<file path="config.mk">
export PLATFORM = sky130hd
export DESIGN_NAME = nand_cmd_sequencer
export DESIGN_NICKNAME = d
export VERILOG_FILES = /design/src/rtl/nand_seq_pkg.sv /design/src/rtl/nand_cmd_sequencer_strobe.sv /design/src/rtl/nand_cmd_sequencer.sv
export SDC_FILE = /design/constraint.sdc
export NUM_CORES = 1
export LEC_CHECK = 0
export ABC_AREA = 1
export CAP_MARGIN = 20
export CORE_ASPECT_RATIO = 1.4
export CORE_MARGIN = 1.5
export CORE_UTILIZATION = 46
export DETAILED_ROUTE_END_ITERATION = 6
export PLACE_DENSITY = 0.78
export SYNTH_ARGS = -nofsm -noshare
export SYNTH_HDL_FRONTEND = slang
export SYNTH_SLANG_ARGS = --single-unit
</file>
<file path="constraint.sdc">
create_clock -name Clk -period 3 [get_ports Clk]
set_input_delay 0.75 -clock Clk [delete_from_list [all_inputs] [get_ports Clk]]
set_output_delay 0.75 -clock Clk [all_outputs]
set_load 0.02 [all_outputs]
</file>
<file path="src/rtl/nand_seq_pkg.sv">
// nand_seq_pkg: shared state encoding, ONFI opcodes and address-cycle limit for the NAND command sequencer.
package nand_seq_pkg;

    typedef enum logic [3:0] {
        S_IDLE, S_CMD1, S_ADDR, S_WDATA, S_CMD2, S_TWB, S_WAIT_RB, S_RDATA, S_DONE
    } state_t;

    localparam logic [7:0] OP_READ       = 8'h00;
    localparam logic [7:0] OP_READ_CONF  = 8'h30;
    localparam logic [7:0] OP_ERASE      = 8'h60;
    localparam logic [7:0] OP_STATUS     = 8'h70;
    localparam logic [7:0] OP_PROG       = 8'h80;
    localparam logic [7:0] OP_READ_ID    = 8'h90;
    localparam logic [7:0] OP_PROG_CONF  = 8'h10;
    localparam logic [7:0] OP_ERASE_CONF = 8'hD0;
    localparam logic [7:0] OP_RESET      = 8'hFF;

    localparam int MAX_ADDR_CYC = 5;

    function automatic logic [2:0] clamp_naddr(input logic [2:0] n);
        return (n > 3'(MAX_ADDR_CYC)) ? 3'(MAX_ADDR_CYC) : n;
    endfunction

endpackage

</file>
<file path="src/rtl/nand_cmd_sequencer_strobe.sv">
// nand_strobe_gen: one strobe cycle, low for TWP_CYC then high for TWH_CYC clocks.
// A strobe begins in the same clock that start is seen while idle; start is ignored mid-strobe.
module nand_strobe_gen #(
    parameter int TWP_CYC = 2,
    parameter int TWH_CYC = 2
) (
    input  logic Clk,
    input  logic Rst_n,
    input  logic start,
    input  logic is_read,
    output logic strobe_n,
    output logic sample,
    output logic last,
    output logic busy
);

    localparam int TOT = TWP_CYC + TWH_CYC;
    localparam int CW  = $clog2(TOT);

    logic [CW-1:0] cnt, cur;
    logic          active;

    always_comb begin
        active   = start | busy;
        cur      = busy ? cnt : '0;
        strobe_n = !(active && cur < CW'(TWP_CYC));
        sample   = active && is_read && cur == CW'(TWP_CYC - 1);
        last     = active && cur == CW'(TOT - 1);
    end

    always_ff @(posedge Clk or negedge Rst_n) begin
        if (!Rst_n) begin
            busy <= 1'b0;
            cnt  <= '0;
        end else if (active) begin
            busy <= !last;
            cnt  <= last ? '0 : cur + CW'(1);
        end
    end

endmodule

</file>
<file path="src/rtl/nand_cmd_sequencer.sv">
// nand_cmd_sequencer: ONFI async-mode host sequencer (cmd1, addr, wdata, cmd2, tWB, R/B# wait, rdata).
// Optional R/B# timeout when NAND_SEQ_RB_TIMEOUT_EN is defined (adds RB_TIMEOUT_CYC and rb_timeout).
module nand_cmd_sequencer
    import nand_seq_pkg::*;
#(
    parameter int DQ_BITS  = 8,
    parameter int TWP_CYC  = 2,
    parameter int TWH_CYC  = 2,
    parameter int TWB_CYC  = 8,
    parameter int NBYTES_W = 13
`ifdef NAND_SEQ_RB_TIMEOUT_EN
    , parameter int RB_TIMEOUT_CYC = 1 << 20
`endif
) (
    input  logic                Clk,
    input  logic                Rst_n,
    input  logic                req_valid,
    output logic                req_ready,
    input  logic [7:0]          req_cmd1,
    input  logic [39:0]         req_addr,
    input  logic [2:0]          req_naddr,
    input  logic                req_cmd2_en,
    input  logic [7:0]          req_cmd2,
    input  logic                req_wait_rb,
    input  logic                req_rd,
    input  logic [NBYTES_W-1:0] req_nbytes,
    input  logic [DQ_BITS-1:0]  wr_data,
    input  logic                wr_valid,
    output logic                wr_ready,
    output logic [DQ_BITS-1:0]  rd_data,
    output logic                rd_valid,
    output logic                done,
    output logic [DQ_BITS-1:0]  Dq_Out,
    output logic                Dq_Oe,
    input  logic [DQ_BITS-1:0]  Dq_In,
    output logic                Cle,
    output logic                Ale,
    output logic                Ce_n,
    output logic                Clk_We_n,
    output logic                Wr_Re_n,
    output logic                Wp_n,
    input  logic                Rb_n
`ifdef NAND_SEQ_RB_TIMEOUT_EN
    , output logic              rb_timeout
`endif
);

`ifdef NAND_SEQ_RB_TIMEOUT_EN
    localparam int TCW = $clog2(RB_TIMEOUT_CYC > TWB_CYC ? RB_TIMEOUT_CYC : TWB_CYC) + 1;
`else
    localparam int TCW = $clog2(TWB_CYC) + 1;
`endif

    state_t                state, nxt, s_ad, s_wd, s_c2, s_tw, s_rd;
    logic                  rdy, wp, rb_m, rb_s;
    logic [7:0]            cmd1_q, cmd2_q;
    logic [39:0]           addr_q;
    logic [2:0]            nad;
    logic                  cmd2_en_q, wait_q, rd_q;
    logic [NBYTES_W-1:0]   cnt;
    logic [DQ_BITS-1:0]    wq;
    logic [TCW-1:0]        tcnt;
    logic                  strobe_n, sample, last, sbusy, start, is_read, drive, tinc, to_hit, accept;

    nand_strobe_gen #(.TWP_CYC(TWP_CYC), .TWH_CYC(TWH_CYC)) u_strobe (
        .Clk(Clk), .Rst_n(Rst_n), .start(start), .is_read(is_read),
        .strobe_n(strobe_n), .sample(sample), .last(last), .busy(sbusy)
    );

    // Phase skipping: each s_* is the first enabled phase at or after that point.
    always_comb begin
        s_rd     = (rd_q && cnt != '0) ? S_RDATA : S_DONE;
        s_tw     = wait_q ? S_TWB : s_rd;
        s_c2     = cmd2_en_q ? S_CMD2 : s_tw;
        s_wd     = (!rd_q && cnt != '0) ? S_WDATA : s_c2;
        s_ad     = (nad != '0) ? S_ADDR : s_wd;
        accept   = state == S_IDLE && req_valid && rdy;
        is_read  = state == S_RDATA;
        drive    = state inside {S_CMD1, S_ADDR, S_WDATA, S_CMD2};
        wr_ready = state == S_WDATA && !sbusy;
        start    = (state inside {S_CMD1, S_ADDR, S_CMD2, S_RDATA}) || (wr_ready && wr_valid);
        tinc     = state == S_TWB;
        to_hit   = 1'b0;
`ifdef NAND_SEQ_RB_TIMEOUT_EN
        tinc     = tinc || state == S_WAIT_RB;
        to_hit   = state == S_WAIT_RB && !rb_s && tcnt == TCW'(RB_TIMEOUT_CYC - 1);
`endif
        nxt = state;
        case (state)
            S_IDLE:    nxt = accept ? S_CMD1 : S_IDLE;
            S_CMD1:    nxt = last ? s_ad : state;
            S_ADDR:    nxt = (last && nad == 3'd1) ? s_wd : state;
            S_WDATA:   nxt = (last && cnt == NBYTES_W'(1)) ? s_c2 : state;
            S_CMD2:    nxt = last ? s_tw : state;
            S_TWB:     nxt = (tcnt == TCW'(TWB_CYC - 1)) ? S_WAIT_RB : state;
            S_WAIT_RB: nxt = rb_s ? s_rd : (to_hit ? S_IDLE : state);
            S_RDATA:   nxt = (last && cnt == NBYTES_W'(1)) ? S_DONE : state;
            default:   nxt = S_IDLE;
        endcase
        Cle       = state inside {S_CMD1, S_CMD2};
        Ale       = state == S_ADDR;
        Dq_Oe     = drive;
        Dq_Out    = state == S_CMD1  ? DQ_BITS'(cmd1_q) :
                    state == S_ADDR  ? DQ_BITS'(addr_q[7:0]) :
                    state == S_CMD2  ? DQ_BITS'(cmd2_q) :
                    state == S_WDATA ? (sbusy ? wq : wr_data) : '0;
        Ce_n      = !(drive || is_read || nxt == S_RDATA);
        Clk_We_n  = is_read | strobe_n;
        Wr_Re_n   = !is_read | strobe_n;
        done      = state == S_DONE || to_hit;
        req_ready = rdy;
        Wp_n      = wp;
`ifdef NAND_SEQ_RB_TIMEOUT_EN
        rb_timeout = to_hit;
`endif
    end

    always_ff @(posedge Clk or negedge Rst_n) begin
        if (!Rst_n) begin
            state     <= S_IDLE;
            rdy       <= 1'b0;
            wp        <= 1'b0;
            rb_m      <= 1'b1;
            rb_s      <= 1'b1;
            cmd1_q    <= '0;
            cmd2_q    <= '0;
            addr_q    <= '0;
            nad       <= '0;
            cmd2_en_q <= 1'b0;
            wait_q    <= 1'b0;
            rd_q      <= 1'b0;
            cnt       <= '0;
            wq        <= '0;
            tcnt      <= '0;
            rd_data   <= '0;
            rd_valid  <= 1'b0;
        end else begin
            state    <= nxt;
            rdy      <= nxt == S_IDLE;
            rb_m     <= Rb_n;
            rb_s     <= rb_m;
            rd_valid <= sample;
            tcnt     <= (tinc && nxt == state) ? tcnt + TCW'(1) : '0;
            if (sample) rd_data <= Dq_In;
            if (wr_ready && wr_valid) wq <= wr_data;
            if (accept) begin
                wp        <= 1'b1;
                cmd1_q    <= req_cmd1;
                cmd2_q    <= req_cmd2;
                addr_q    <= req_addr;
                nad       <= clamp_naddr(req_naddr);
                cmd2_en_q <= req_cmd2_en;
                wait_q    <= req_wait_rb;
                rd_q      <= req_rd;
                cnt       <= req_nbytes;
            end
            if (state == S_ADDR && last) begin
                addr_q <= addr_q >> 8;
                nad    <= nad - 3'd1;
            end
            if ((state == S_WDATA || state == S_RDATA) && last) cnt <= cnt - NBYTES_W'(1);
        end
    end

endmodule
</file>
==> impl_metrics.tcl <==
set metrics [dict create \
    status "complete, but fails checks" \
    violations "setup timing" \
    grt_usage_pct 23.47 \
    layout_setup_ws_ps -22.59 \
    max-vdd-ir-drop_uv 456.9 \
    ios 123 \
    cp_slowest_cell "dfrtp_1" \
    placed_cell_area_mm2 0.007098 \
    crit_type "flop to output pin" \
    critical_path_buf_inv_count 3 \
    rsz0062_at_grt "yes" \
    drtPass1Iterations 4 \
    hp-class "primary input to async pin" \
    crit_path_start_kind "flop" \
    period_share_pct 100.8 \
    syn_to_final_growth_pct 38.33 \
    die_x_um 94.48 \
    ys_seq_elements 107 \
    htree_num_levels 3 \
    max_cap_violations 0 \
    cp_data_arrival_time_ps 2270 \
    row_count 46 \
    core_mm2 0.01140 \
    clk_latency_ps 350 \
    fin_nets 931 \
    vias_per_cell 5.163 \
    switchingPower_mw 2.795 \
    hpwl_mm 10.41 \
    path_max_fanout 4 \
    hold_viol_final 0 \
    synth_fp_nets 765 \
    grt_antenna_before_repair 0 \
    synth_ff_type "dfrtp_1" \
    slew_headroom_pct 49.29 \
    crit_family "simple AND/OR/NAND/NOR gates" \
    io_buffers 122 \
    place_inst 954 \
    p_int_mw 4.096 \
    die_h_um 131.1 \
    crit_top_cell "nand2_1" \
    synth_top_area_share_pct 48.76 \
    clk_path_buf_depth 2 \
    drc 0 \
    instances_no_fill 975 \
    syn_inst 660 \
    synth_top_cell_by_area "dfrtp_1" \
    grt_pass1_vias 4963 \
    fmax_ghz 0.3308 \
    worst_slew_pin_slew_ps 760.7 \
    clockPowerShare_pct 16.6 \
    grt_pass1_wl_mm 22.71 \
    wl_per_cell_um 14.09 \
    yosysSeqAreaShare_pct 49.73 \
    start_util_pct 47.29 \
    num_vias 5034 \
    drt-total-wl_mm 13.74 \
    pre_cts_ws_ps -587.2 \
    clk_pin_slew_ps 80 \
    power_mw 6.891 \
    end_kind "output pin" \
    dieArea_mm2 0.01238 \
    combPwrFrac_pct 48.6 \
    crit_chain "inv_1 -> ha_1 -> nand2_1 -> nor2_2 -> nand2_2 -> nand2_2 -> nand3_2 -> nand2_1 -> inv_1 -> nand2_1 -> nand2_1 -> nor2_2 -> nand2_1 -> nand2_1 -> nor2_1 -> nor2_2 -> buf_6" \
    grt_max_degree 78 \
    ys_warn_count 0 \
    final_antenna_net_count 0 \
    cts_tree "done" \
    p_leak_nw 3.690 \
    gp_congestion 0.8664 \
    cp.required_ps 2250 \
    diodes 0 \
    switching_share_pct 40.56 \
    cts_buffers 9 \
    p_seq_share_pct 34.8 \
    synth_area_mm2 0.005389 \
    clock_sinks 107 \
    final_common_cell "nand2_1" \
    drive_gt1_share_pct 14.56 \
    finClkSkew_ps 9.591 \
    final_cell_mix "nand2_1 (237), clkdlybuf4s50_1 (108), dfrtp_1 (102)" \
    finalCriticalPeriod_ps 3023 \
    drt_iter0_drc 241 \
    synth_area_leaders "dfrtp_1 (49%), nand2_1 (17%), inv_1 (4.5%), a22oi_1 (4.5%), o21ai_0 (3.0%)" \
    setup_viol 1 \
    crit_path_max_incr_delay_ps 400 \
    synth.avg_cell_area_um2 8.165 \
    p_per_area_mw_per_mm2 924.4 \
    holdBufCountCts 0 \
    async_flop_share_pct 100.0 \
    yosysUniqueCellTypes 38 \
    report.final.slew_viol_count 0 \
    grt-ovfl-total 0 \
    synth-edff-count 0 \
    layout.cell_area.non_filler_mm2 0.007455 \
    r2r_slack_ps 580 \
    cts_root_buffer "clkbuf_16" \
]
==> cell type report <==
| cell class | count | area (µm²) |
|---|---|---|
| fillers | 982 | 3941 |
| clock buffers | 10 | 229.0 |
| clock inverters | 6 | 61.31 |
| flip-flops and latches | 107 | 2684 |
| inverters | 70 | 262.8 |
| repair buffers | 179 | 1649 |
| well taps | 144 | 180.2 |
| multi-input cells | 459 | 2389 |
==> synthesized netlist by cell type, drive strengths merged (4+ instances only) <==
cell type	count
ha	9
a22oi	32
nand3	25
o21ai	35
clkbuf	14
o211ai	12
nor3	6
a22o	8
o2111ai	8
inv	69
nor2	49
xor2	6
o221ai	5
nand2	248
dfrtp	105
nand4	4
buf	10
==> metal layers <==
layer	share of wire (%)	global-route usage, %
met1	41	27.96
met2	52	41.81
met3	5.4	5.190
met4	2.0	7.726
met5	0	0
==> worst register-to-register path, stage by stage (launching register included) <==
cell and delay (ps):
dfrtp_2 450, nor2_4 170, buf_4 120, inv_1 60, nor3_4 170, buf_4 600, inv_2 130, nand2_1 120
inv_2 220, a22o_1 270
==> flip-flops by register name, summed over array words and instances (netlist names) <==
name,flops
addr_q,40
cnt,13
cmd1_q,8
cmd2_q,8
rd_data,8
wq,8
state,4
tcnt,4
nad,3
u_strobe.cnt,2
Wp_n,1
cmd2_en_q,1
rb_m,1
rb_s,1
rd_q,1
rd_valid,1
req_ready,1
u_strobe.busy,1
wait_q,1
==> through the flow <==
stage               TNS (ps)  util, %  hold WS [ps]
finish                -22.59    65.42         318.6
global route          -207.0    65.42         345.6
CTS                   -245.3    64.83         332.6
detailed placement    -723.9    62.29         351.0
global placement      -733.3    62.29         348.5
floorplan                  0        -         345.2
==> power groups by stage <==
stage	clock network [mW]	logic (mW)	registers, mW
2_1_floorplan	0	1.91	2.42
4_1_cts	1.17	3.32	2.39
3_5_place_dp	0	3.37	2.41
3_3_place_gp	0	3.29	2.38
5_1_grt	1.23	3.73	2.47
6_report	1.14	3.35	2.40
==> repair_timing <==
| item | CTS | global route |
|---|---|---|
| setup buffers | 0 | 5 |
| gates resized for setup | 20 | 24 |
| endpoints found under the setup margin | 12 | 11 |
| pin swaps | 0 | 13 |
==> cells by family after synthesis <==
kind of cell	Yosys count	synth area share, %
simple gates	334	26.12
fa+ha+maj	9	2.090
xor+xnor	7	1.138
flops	107	49.73
buf+inv	94	6.756
compound gates	109	14.16
==> path summary, 6_finish.rpt <==
check                      startpoint         end  cells after the start
max reg2reg                  state[2]  addr_q[33]                      9
min reg2reg                      rb_m        rb_s                      0
max                            cnt[1]        Ce_n                     17
min                             Rst_n  addr_q[30]                      1
min in group Clk                 rb_m        rb_s                      0
max in group asynchronous       Rst_n        rb_s                      2
No activity file was read; power rests on OpenSTA's default activity.
